==> src/rtl/mac_pkg.sv <==
// rtl/mac_pkg.sv - shared widths, int8 limits and requantization for the dual-product MAC stage
package mac_pkg;

   localparam int ACC_W_DEF = 32;
   localparam int PROD_W    = 16;
   localparam int Q_W       = 8;
   localparam int Q_MIN     = -128;
   localparam int Q_MAX     = 127;

   // Round-half-up arithmetic shift, then clamp to int8; 64-bit working width never overflows.
   function automatic logic signed [Q_W-1:0] requant(input logic signed [63:0] s, input int shift);
      logic signed [63:0] r;
      r = s;
      if (shift > 0) r = r + (64'sd1 <<< (shift - 1));
      r = r >>> shift;
      if (r > 64'(Q_MAX)) return Q_W'(Q_MAX);
      if (r < 64'(Q_MIN)) return Q_W'(Q_MIN);
      return r[Q_W-1:0];
   endfunction

endpackage

==> src/rtl/dual_psum_accum_if.sv <==
// rtl/dual_psum_accum_if.sv - product input and window-result bundle for dual_psum_accum
interface dual_psum_accum_if
   import mac_pkg::*;
#(
   parameter int ACC_W = ACC_W_DEF
);
   logic                     issue_valid;
   logic                     flush;
   logic signed [PROD_W-1:0] prod1;
   logic signed [PROD_W-1:0] prod2;
   logic                     sum_valid;
   logic signed [ACC_W-1:0]  sum1;
   logic signed [ACC_W-1:0]  sum2;
   logic signed [Q_W-1:0]    q1;
   logic signed [Q_W-1:0]    q2;
   logic                     busy;

   modport master (
      output issue_valid, flush, prod1, prod2,
      input  sum_valid, sum1, sum2, q1, q2, busy
   );

   modport slave (
      input  issue_valid, flush, prod1, prod2,
      output sum_valid, sum1, sum2, q1, q2, busy
   );
endinterface

==> src/rtl/requant_sat.sv <==
// rtl/requant_sat.sv - combinational requantize-and-saturate of one signed window sum to int8
module requant_sat
   import mac_pkg::*;
#(
   parameter int ACC_W = ACC_W_DEF,
   parameter int SHIFT = 8
) (
   input  logic signed [ACC_W-1:0] s,
   output logic signed [Q_W-1:0]   q
);
   logic signed [63:0] s_ext;

   assign s_ext = {{(64 - ACC_W){s[ACC_W-1]}}, s};
   assign q     = requant(s_ext, SHIFT);
endmodule

==> src/rtl/dual_psum_accum.sv <==
// rtl/dual_psum_accum.sv - aligns packed-DSP product pairs and accumulates them per window
module dual_psum_accum
   import mac_pkg::*;
#(
   parameter int DSP_LAT = 3,
   parameter int ACC_LEN = 1152,
   parameter int ACC_W   = ACC_W_DEF,
   parameter int SHIFT   = 8
) (
   input logic              clk,
   input logic              rst_n,
   dual_psum_accum_if.slave bus
);
   localparam int               CNT_W = $clog2(ACC_LEN);
   localparam logic [CNT_W-1:0] LAST  = CNT_W'(ACC_LEN - 1);

   logic [DSP_LAT-1:0]      dly;
   logic                    pv;
   logic [CNT_W-1:0]        cnt;
   logic signed [ACC_W-1:0] acc1, acc2;
   logic signed [ACC_W-1:0] p1, p2;
   logic signed [ACC_W-1:0] tot1, tot2;
   logic signed [ACC_W-1:0] sum1_r, sum2_r;
   logic signed [Q_W-1:0]   qn1, qn2;
   logic signed [Q_W-1:0]   q1_r, q2_r;
   logic                    sum_valid_r;

   assign pv   = dly[DSP_LAT-1];
   assign p1   = {{(ACC_W - PROD_W){bus.prod1[PROD_W-1]}}, bus.prod1};
   assign p2   = {{(ACC_W - PROD_W){bus.prod2[PROD_W-1]}}, bus.prod2};
   assign tot1 = acc1 + p1;
   assign tot2 = acc2 + p2;

   requant_sat #(.ACC_W(ACC_W), .SHIFT(SHIFT)) u_rq1 (.s(tot1), .q(qn1));
   requant_sat #(.ACC_W(ACC_W), .SHIFT(SHIFT)) u_rq2 (.s(tot2), .q(qn2));

   // A window's first product loads the accumulator, so no clear is needed between windows.
   always_ff @(posedge clk or negedge rst_n) begin
      if (!rst_n) begin
         dly         <= '0;
         cnt         <= '0;
         acc1        <= '0;
         acc2        <= '0;
         sum1_r      <= '0;
         sum2_r      <= '0;
         q1_r        <= '0;
         q2_r        <= '0;
         sum_valid_r <= 1'b0;
      end else if (bus.flush) begin
         dly         <= '0;
         cnt         <= '0;
         sum_valid_r <= 1'b0;
      end else begin
         dly         <= (dly << 1) | DSP_LAT'(bus.issue_valid);
         sum_valid_r <= 1'b0;
         if (pv) begin
            acc1 <= (cnt == '0) ? p1 : tot1;
            acc2 <= (cnt == '0) ? p2 : tot2;
            if (cnt == LAST) begin
               sum1_r      <= tot1;
               sum2_r      <= tot2;
               q1_r        <= qn1;
               q2_r        <= qn2;
               sum_valid_r <= 1'b1;
               cnt         <= '0;
            end else begin
               cnt <= cnt + 1'b1;
            end
         end
      end
   end

   assign bus.sum_valid = sum_valid_r;
   assign bus.sum1      = sum1_r;
   assign bus.sum2      = sum2_r;
   assign bus.q1        = q1_r;
   assign bus.q2        = q2_r;
   assign bus.busy      = (cnt != '0);
endmodule
==> src/flat_wrapper.sv <==
// flat-port wrapper written by rule: the top's interface ports become plain ports
module dual_psum_accum_flat import mac_pkg::*;
#(
   parameter int DSP_LAT = 3,
   parameter int ACC_LEN = 1152,
   parameter int ACC_W   = ACC_W_DEF,
   parameter int SHIFT   = 8
)
  (clk, rst_n, bus_issue_valid, bus_flush, bus_prod1, bus_prod2, bus_sum_valid, bus_sum1, bus_sum2, bus_q1, bus_q2, bus_busy);
  dual_psum_accum_if #(.ACC_W(ACC_W)) bus_i ();
  input logic clk;
  input logic rst_n;
  input wire logic [$bits(bus_i.issue_valid)-1:0] bus_issue_valid;
  input wire logic [$bits(bus_i.flush)-1:0] bus_flush;
  input wire logic [$bits(bus_i.prod1)-1:0] bus_prod1;
  input wire logic [$bits(bus_i.prod2)-1:0] bus_prod2;
  output wire logic [$bits(bus_i.sum_valid)-1:0] bus_sum_valid;
  output wire logic [$bits(bus_i.sum1)-1:0] bus_sum1;
  output wire logic [$bits(bus_i.sum2)-1:0] bus_sum2;
  output wire logic [$bits(bus_i.q1)-1:0] bus_q1;
  output wire logic [$bits(bus_i.q2)-1:0] bus_q2;
  output wire logic [$bits(bus_i.busy)-1:0] bus_busy;
  assign bus_i.issue_valid = bus_issue_valid;
  assign bus_i.flush = bus_flush;
  assign bus_i.prod1 = bus_prod1;
  assign bus_i.prod2 = bus_prod2;
  assign bus_sum_valid = bus_i.sum_valid;
  assign bus_sum1 = bus_i.sum1;
  assign bus_sum2 = bus_i.sum2;
  assign bus_q1 = bus_i.q1;
  assign bus_q2 = bus_i.q2;
  assign bus_busy = bus_i.busy;
  dual_psum_accum #(.DSP_LAT(DSP_LAT), .ACC_LEN(ACC_LEN), .ACC_W(ACC_W), .SHIFT(SHIFT)) u_core (.clk(clk), .rst_n(rst_n), .bus(bus_i));
endmodule
==> config.mk <==
export PLATFORM = sky130hd
export DESIGN_NAME = dual_psum_accum_flat
export DESIGN_NICKNAME = d
export VERILOG_FILES = /design/src/rtl/mac_pkg.sv /design/src/rtl/dual_psum_accum_if.sv /design/src/rtl/requant_sat.sv /design/src/rtl/dual_psum_accum.sv /design/src/flat_wrapper.sv
export SDC_FILE = /design/constraint.sdc
export NUM_CORES = 1
export LEC_CHECK = 0
export CAP_MARGIN = 20
export CORE_MARGIN = 3
export CORE_UTILIZATION = 30
export CTS_CLUSTER_DIAMETER = 50
export CTS_CLUSTER_SIZE = 10
export DETAILED_ROUTE_END_ITERATION = 8
export PLACE_DENSITY = 0.56
export SETUP_SLACK_MARGIN = 0.3
export SYNTH_ARGS = -nofsm -noshare
export SYNTH_HDL_FRONTEND = slang
export SYNTH_SLANG_ARGS = --single-unit
==> constraint.sdc <==
create_clock -name clk -period 4.91 [get_ports clk]
set_input_delay 1.2275 -clock clk [delete_from_list [all_inputs] [get_ports clk]]
set_output_delay 1.2275 -clock clk [all_outputs]
set_load 0.1 [all_outputs]
=== After elaboration in Yosys (flattened, before gate mapping) ===
Index checks and enable logic that the tools add are counted.

* Flip-flop bits (word level): 159
* Input bits: 36

* Eq/ne operators: 1
* Add/subtract/negate cells: 5
* Reductions and logical operators: 5
* Bitwise logic cells: 2
* $lt $le $gt $ge: 4
* Multiplexer cells: 23

{| class="wikitable"
|+ Operators by type and width
! cell !! number
|-
| adder 32 x 9 -> 33 bit (second input constant) || 2
|-
| adder 32 x 16 -> 32 bit || 2
|-
| 2-to-1 mux 32 bit || 2
|-
| 2-to-1 mux 8 bit || 8
|-
| > comparator 25 x 8 -> 1 bit (second input constant) || 2
|-
| less-than comparator 25 x 8 -> 1 bit (second input constant) || 2
|-
| 2-to-1 mux 11 bit || 3
|-
| adder 11 x 1 -> 11 bit (second input constant) || 1
|-
| equality test 11 bit (second input constant) || 1
|-
| logical NOT 11 bit || 1
|-
| nonzero test 11 bit || 1
|-
| 2-to-1 mux 1 bit || 9
|-
| 2-to-1 mux 3 bit || 1
|-
| bitwise OR 3 x 1 -> 3 bit || 1
|-
| AND reduction 3 bit || 1
|-
| AND reduction 2 bit || 1
|-
| nonzero test 2 bit || 1
|-
| NOT 1 bit || 1
|}

=== Logic depth before layout (Yosys ltp) ===
* Depth in word-level cells: 7
* Mapped depth: 18
* Mapped depth without buffers: 17

=== Modules after synthesis ===
Synthesis repeated with hierarchy kept, for this count alone.

* Cell total of the unflattened synthesis: 1440
* Area total of the unflattened synthesis: 11597.4 um^2

{| class="wikitable"
|+ By module, submodules not included
! module !! cells each !! instances !! area an instance (um^2)
|-
| dual_psum_accum || 1178 || 1 || 9883.2
|-
| requant_sat || 131 || 2 || 857.1
|}

=== Least setup slack after synthesis ===
OpenSTA, ideal clock, no wires.

* Kind: input to register
* Start: input bus_prod2[0]
* End: register u_core.q2_r[1], in the netlist u_core.bus.q2[1]
* Buffers on the path: 1
* Stages on the path: 17
* Arrival: 5165 ps
* Setup time: 121 ps
* Path slack: -377 ps
* Cells stage by stage: ha_1 fa_1 a21o_1 a221oi_2 o21ai_0 xnor2_1 inv_1 ha_1 a21boi_0 and4_1 clkbuf_1 and3_1 nand4_1 or4_4 a2111oi_4 a21oi_2 o22a_1

* Longest elaborated chain between the ends: 7
* Elaborated cells between the ends (all ways): 10

{| class="wikitable"
|+ RTL lines
! what !! line !! text
|-
| from (decl) || flat_wrapper.sv:16 || <nowiki>input wire logic [$bits(bus_i.prod2)-1:0] bus_prod2;</nowiki>
|-
| adder 32 x 16 -> 32 bit (*) || dual_psum_accum.sv:32 || <nowiki>assign tot2 = acc2 + p2;</nowiki>
|-
| named net u_core.tot2[8] || dual_psum_accum.sv:22 || <nowiki>logic signed [ACC_W-1:0] tot1, tot2;</nowiki>
|-
| adder 32 x 9 -> 33 bit (*) || mac_pkg.sv:14 || <nowiki>if (shift > 0) r = r + (64'sd1 <<< (shift - 1));</nowiki>
|-
| less-than comparator 25 x 8 -> 1 bit || mac_pkg.sv:17 || <nowiki>if (r < 64'(Q_MIN)) return Q_W'(Q_MIN);</nowiki>
|-
| 2-to-1 mux 1 bit (2 in series) || mac_pkg.sv:17 ||
|-
| 2-to-1 mux 8 bit || mac_pkg.sv:18 || <nowiki>return r[Q_W-1:0];</nowiki>
|-
| 2-to-1 mux 8 bit (*) || mac_pkg.sv:17 ||
|-
| to (signal assigned) || dual_psum_accum.sv:63 || <nowiki>q2_r <= qn2;</nowiki>
|-
| to (decl) || dual_psum_accum.sv:25 || <nowiki>logic signed [Q_W-1:0] q1_r, q2_r;</nowiki>
|}

The timed path passes the listed nets; every way through them passes the cells marked *. The select of a mux whose other input is x is not followed.
A chain may end at the register's enable or synchronous reset.

=== Worst setup path after layout ===
* Start: input bus_prod1[0]
* End: register u_core.q1_r[6], in the netlist u_core.bus.q1[6]

* Longest elaborated chain between the ends: 7
* Elaborated cells between the ends (all ways): 10

{| class="wikitable"
|+ RTL lines
! what !! line !! text
|-
| from (decl) || flat_wrapper.sv:15 || <nowiki>input wire logic [$bits(bus_i.prod1)-1:0] bus_prod1;</nowiki>
|-
| adder 32 x 16 -> 32 bit (*) || dual_psum_accum.sv:31 || <nowiki>assign tot1 = acc1 + p1;</nowiki>
|-
| adder 32 x 9 -> 33 bit (*) || mac_pkg.sv:14 ||
|-
| less-than comparator 25 x 8 -> 1 bit || mac_pkg.sv:17 ||
|-
| 2-to-1 mux 1 bit (2 in series) || mac_pkg.sv:17 ||
|-
| 2-to-1 mux 8 bit || mac_pkg.sv:18 ||
|-
| 2-to-1 mux 8 bit (*) || mac_pkg.sv:17 ||
|-
| to (signal assigned) || dual_psum_accum.sv:62 || <nowiki>q1_r <= qn1;</nowiki>
|-
| to (decl) || dual_psum_accum.sv:25 ||
|}

Every way passes the cells marked *; elsewhere a longest branch is shown, timed or not. The select of a mux whose other input is x is not followed.

==> out/results.ini <==
[layout]
final-seq-area_mm2 = 0.00398
finalInstanceArea_mm2 = 0.0189
fillerInstances = 3837
drive_gt1_frac = 0.343
multi_input_area_mm2 = 0.00913
nNetsFinal = 2104
area_delta_synth_final_pct = 55.3
antenna_cells = 0

[clocking]
cts_buffer_depth = 2
cts_sinks = 159
cts_root_buf = clkbuf_16
clock_latency_ns = 0.46
h-tree-depth = 4
hold_buffers = 0
clk_pin_slew_ns = 0.08
cts_buffers = 17
cts_tree = yes

[die]
io-pin-count = 118
die_width_um = 207
die_area_mm2 = 0.0430
fp-row-count = 73
initial_core_util = 0.305
die_h_um = 207
core_mm2 = 0.0399

[setup_path]
required_ns = 5.30
worstSetupPathType = primary input to flip-flop
crit_slowest_cell = or4_4
end_kind = flip-flop
path_buf_inv = 4
cp-start-kind = primary input
cpPeakStageDelay_ns = 0.51
crit_top_cell = a211oi_4
crit_arrival_ns = 5.12
critPathMaxFanout = 7
path_delay_family = simple AND/OR/NAND/NOR gates
crit_chain = buf_6 > ha_4 > fa_2 > a211oi_4 > o211ai_1 > buf_4 > a211oi_4 > nor3_2 > nor4b_4 > nand4_1 > buf_4 > nor4_4 > xnor2_1 > or4_4 > a211oi_4 > a21boi_2 > buf_6 > o22ai_2

[synthesis]
syn_inst = 1519
ys_ff_latch = 159
yosysWarnings = 0
dominantRegCellSynth = dfrtp_1
ys_types = 93
synth-edff-count = 0
syn_avg_cell_area_um2 = 8.01
syn_nets = 1623
async_flop_share = 1.00
syn_area_mm2 = 0.0122
seq_area_frac_synth = 0.327

[routing]
drc = 0
initialDrtViolationCount = 808
wire_per_inst_um = 17.6
vias = 13300
totalWireLength_um = 44600
drtPass1Iterations = 4
post_drt_via_cell_ratio = 5.23
final_antenna_net_count = 0

[global_routing]
grt_pass1_wl_um = 71000
grt_overflow = 0
grt_max_degree = 109
antenna_found_initial = 0
globalRouteTotalUtil = 0.202
grt_pass1_vias = 13100

[run_status]
status = finished clean

[power_and_ir_drop]
p_seq_frac = 0.196
p_sw_mw = 3.23
leakage_nw = 8.28
p_comb_frac = 0.625
power_mw = 7.84
power_density_mw_per_mm2 = 415
p_int_mw = 4.60
peakVddDrop_uv = 273
clkPwrFrac = 0.180
switching_share = 0.413

[timing]
max_freq_ghz = 0.211
rsz0062_at_grt = true
period_needed_ns = 4.73
fin_crit_sh = 0.963
setup_viol = 0
slew_headroom = 0.293
drv_slew = 0
layout_setup_ws_ns = 0.182
fin_skew_ns = 0.0172
hold_viol = 0
tightest_slew_ns = 1.06

[place]
placed_cell_area_mm2 = 0.0166
io_buffers = 117
gp_congestion = 0.882
pre_cts_slack_ns = -0.720
hpwlAfterDp_um = 33200

[job]
drv_cap = 0

[hold_path]
hp-class = flip-flop to flip-flop

[cell usage after synthesis, types with 11 or more instances]
cell type / number / area [µm²]
nand2_1: 271 / 1020
dfrtp_1: 159 / 3980
o21ai_0: 157 / 786
a21oi_1: 114 / 571
nor2_1: 109 / 409
ha_1: 66 / 826
clkbuf_1: 56 / 210
xnor2_1: 38 / 333
nand3_1: 37 / 185
nand4_1: 34 / 213
xor2_1: 34 / 298
nor3_1: 29 / 145
a211oi_1: 25 / 188
buf_2: 24 / 120
a31oi_1: 23 / 144
and3_1: 23 / 144
a21o_1: 21 / 158
inv_1: 17 / 63.8
and2_1: 16 / 100
o21ai_1: 16 / 80.1
o211ai_1: 14 / 105
or3_1: 13 / 81.3
o21a_1: 12 / 90.1
nor4_1: 11 / 68.8
[power by group through the flow]
stage          combinational (mW)  clock, mW  sequential [mW]
2_1_floorplan                2.19          0             1.51
3_3_place_gp                 4.15          0             1.52
3_5_place_dp                 4.19          0             1.53
4_1_cts                      4.67       1.45             1.53
5_1_grt                      5.30       1.50             1.55
6_report                     4.90       1.41             1.53
[repair_timing]
action | in CTS | in global routing
gates cloned | 1 | 0
endpoints found under the setup margin | 15 | 15
hold endpoints to repair | 0 | 0
setup buffers | 45 | 12
gates resized for setup | 183 | 71
pin swaps | 84 | 50
[flip-flops by register name, indices dropped and copies added, names as in the netlist]
signal / count
u_core.bus.sum_valid: 1
u_core.bus.sum1: 32
u_core.bus.q1: 8
u_core.bus.q2: 8
u_core.bus.sum2: 32
u_core.cnt: 11
u_core.acc2: 32
u_core.dly: 3
u_core.acc1: 32
[path summary, 6_finish.rpt]
kind / slack [ns] / end / from / cells past startpoint
setup / recovery: 0.18 / u_core.bus.q1[6]$_DFFE_PN0P_ / bus_prod1[0] / 18
setup reg to reg: 0.61 / u_core.bus.q1[6]$_DFFE_PN0P_ / u_core.acc1[0]$_DFFE_PN0P_ / 17
hold / removal: 0.46 / u_core.dly[1]$_DFF_PN0_ / u_core.dly[0]$_DFF_PN0_ / 1
hold reg to reg: 0.46 / u_core.dly[1]$_DFF_PN0_ / u_core.dly[0]$_DFF_PN0_ / 1
min in group asynchronous: 0.85 / u_core.bus.sum1[2]$_DFFE_PN0P_ / rst_n / 1
max in group asynchronous: 3.19 / u_core.dly[0]$_DFF_PN0_ / rst_n / 2
[layout by cell type, fill, tap and decap left out, types with 9 or more instances in the layout]
master | synthesis | final
a211oi_1 | 25 | 15
a211oi_2 | 4 | 9
a21o_1 | 21 | 21
a21oi_1 | 114 | 92
a21oi_2 | 10 | 27
a31oi_1 | 23 | 20
and2_1 | 16 | 15
and3_1 | 23 | 16
buf_4 | 0 | 414
buf_6 | 0 | 10
clkbuf_16 | 0 | 17
clkdlybuf4s50_1 | 0 | 86
dfrtp_1 | 159 | 159
dlygate4sd2_1 | 0 | 12
dlymetal6s2s_1 | 0 | 9
ha_1 | 66 | 25
ha_4 | 0 | 38
inv_1 | 17 | 15
nand2_1 | 271 | 261
nand2_2 | 2 | 10
nand2b_1 | 10 | 9
nand3_1 | 37 | 32
nand4_1 | 34 | 34
nor2_1 | 109 | 103
nor3_1 | 29 | 20
nor3_2 | 4 | 10
o211ai_1 | 14 | 14
o21a_1 | 12 | 12
o21ai_0 | 157 | 144
o21ai_1 | 16 | 18
o21ai_2 | 2 | 10
o22a_1 | 10 | 10
o31ai_1 | 9 | 9
or3_1 | 13 | 13
xnor2_1 | 38 | 34
xor2_1 | 34 | 29
[cells by family after synthesis]
kind of cell,Yosys count,synth area share
multiplexers,5,0.00411
adder cells (fa/ha/maj),68,0.0711
AND/OR/NAND/NOR,612,0.244
AO/OA/AOI/OAI,504,0.269
buffers and inverters,99,0.0330
XOR/XNOR,72,0.0518
flip-flops,159,0.327
[metrics by stage]
stage                      util  TNS [ns]  hold slack, ns  std cells
after floorplan               -    -0.238           0.439       1519
after global placement    0.417     -8.71           0.447       2447
after detailed placement  0.417     -9.79           0.448       2447
after CTS                 0.462         0           0.463       2525
after global routing      0.474         0           0.497       2538
final                     0.474         0           0.459       2538
[final cells by class]
cell class,instances,share of cell area
well taps,525,0.0348
repair buffers,544,0.237
clock buffers,18,0.0232
multi-input cells,1261,0.483
clock inverters,14,0.00827
flip-flops and latches,159,0.210
inverters,17,0.00338
[metal layers]
metal  up-vias  wire [µm]  GRT usage  share of wire
met5         -          0          0              0
met1      6445      20400      0.266           0.46
met4         0        743     0.0550          0.017
met3        48       1380     0.0251          0.031
li1       6529          -          -              -
met2       251      22100      0.350           0.49
Power figures use the tool's default switching activity.
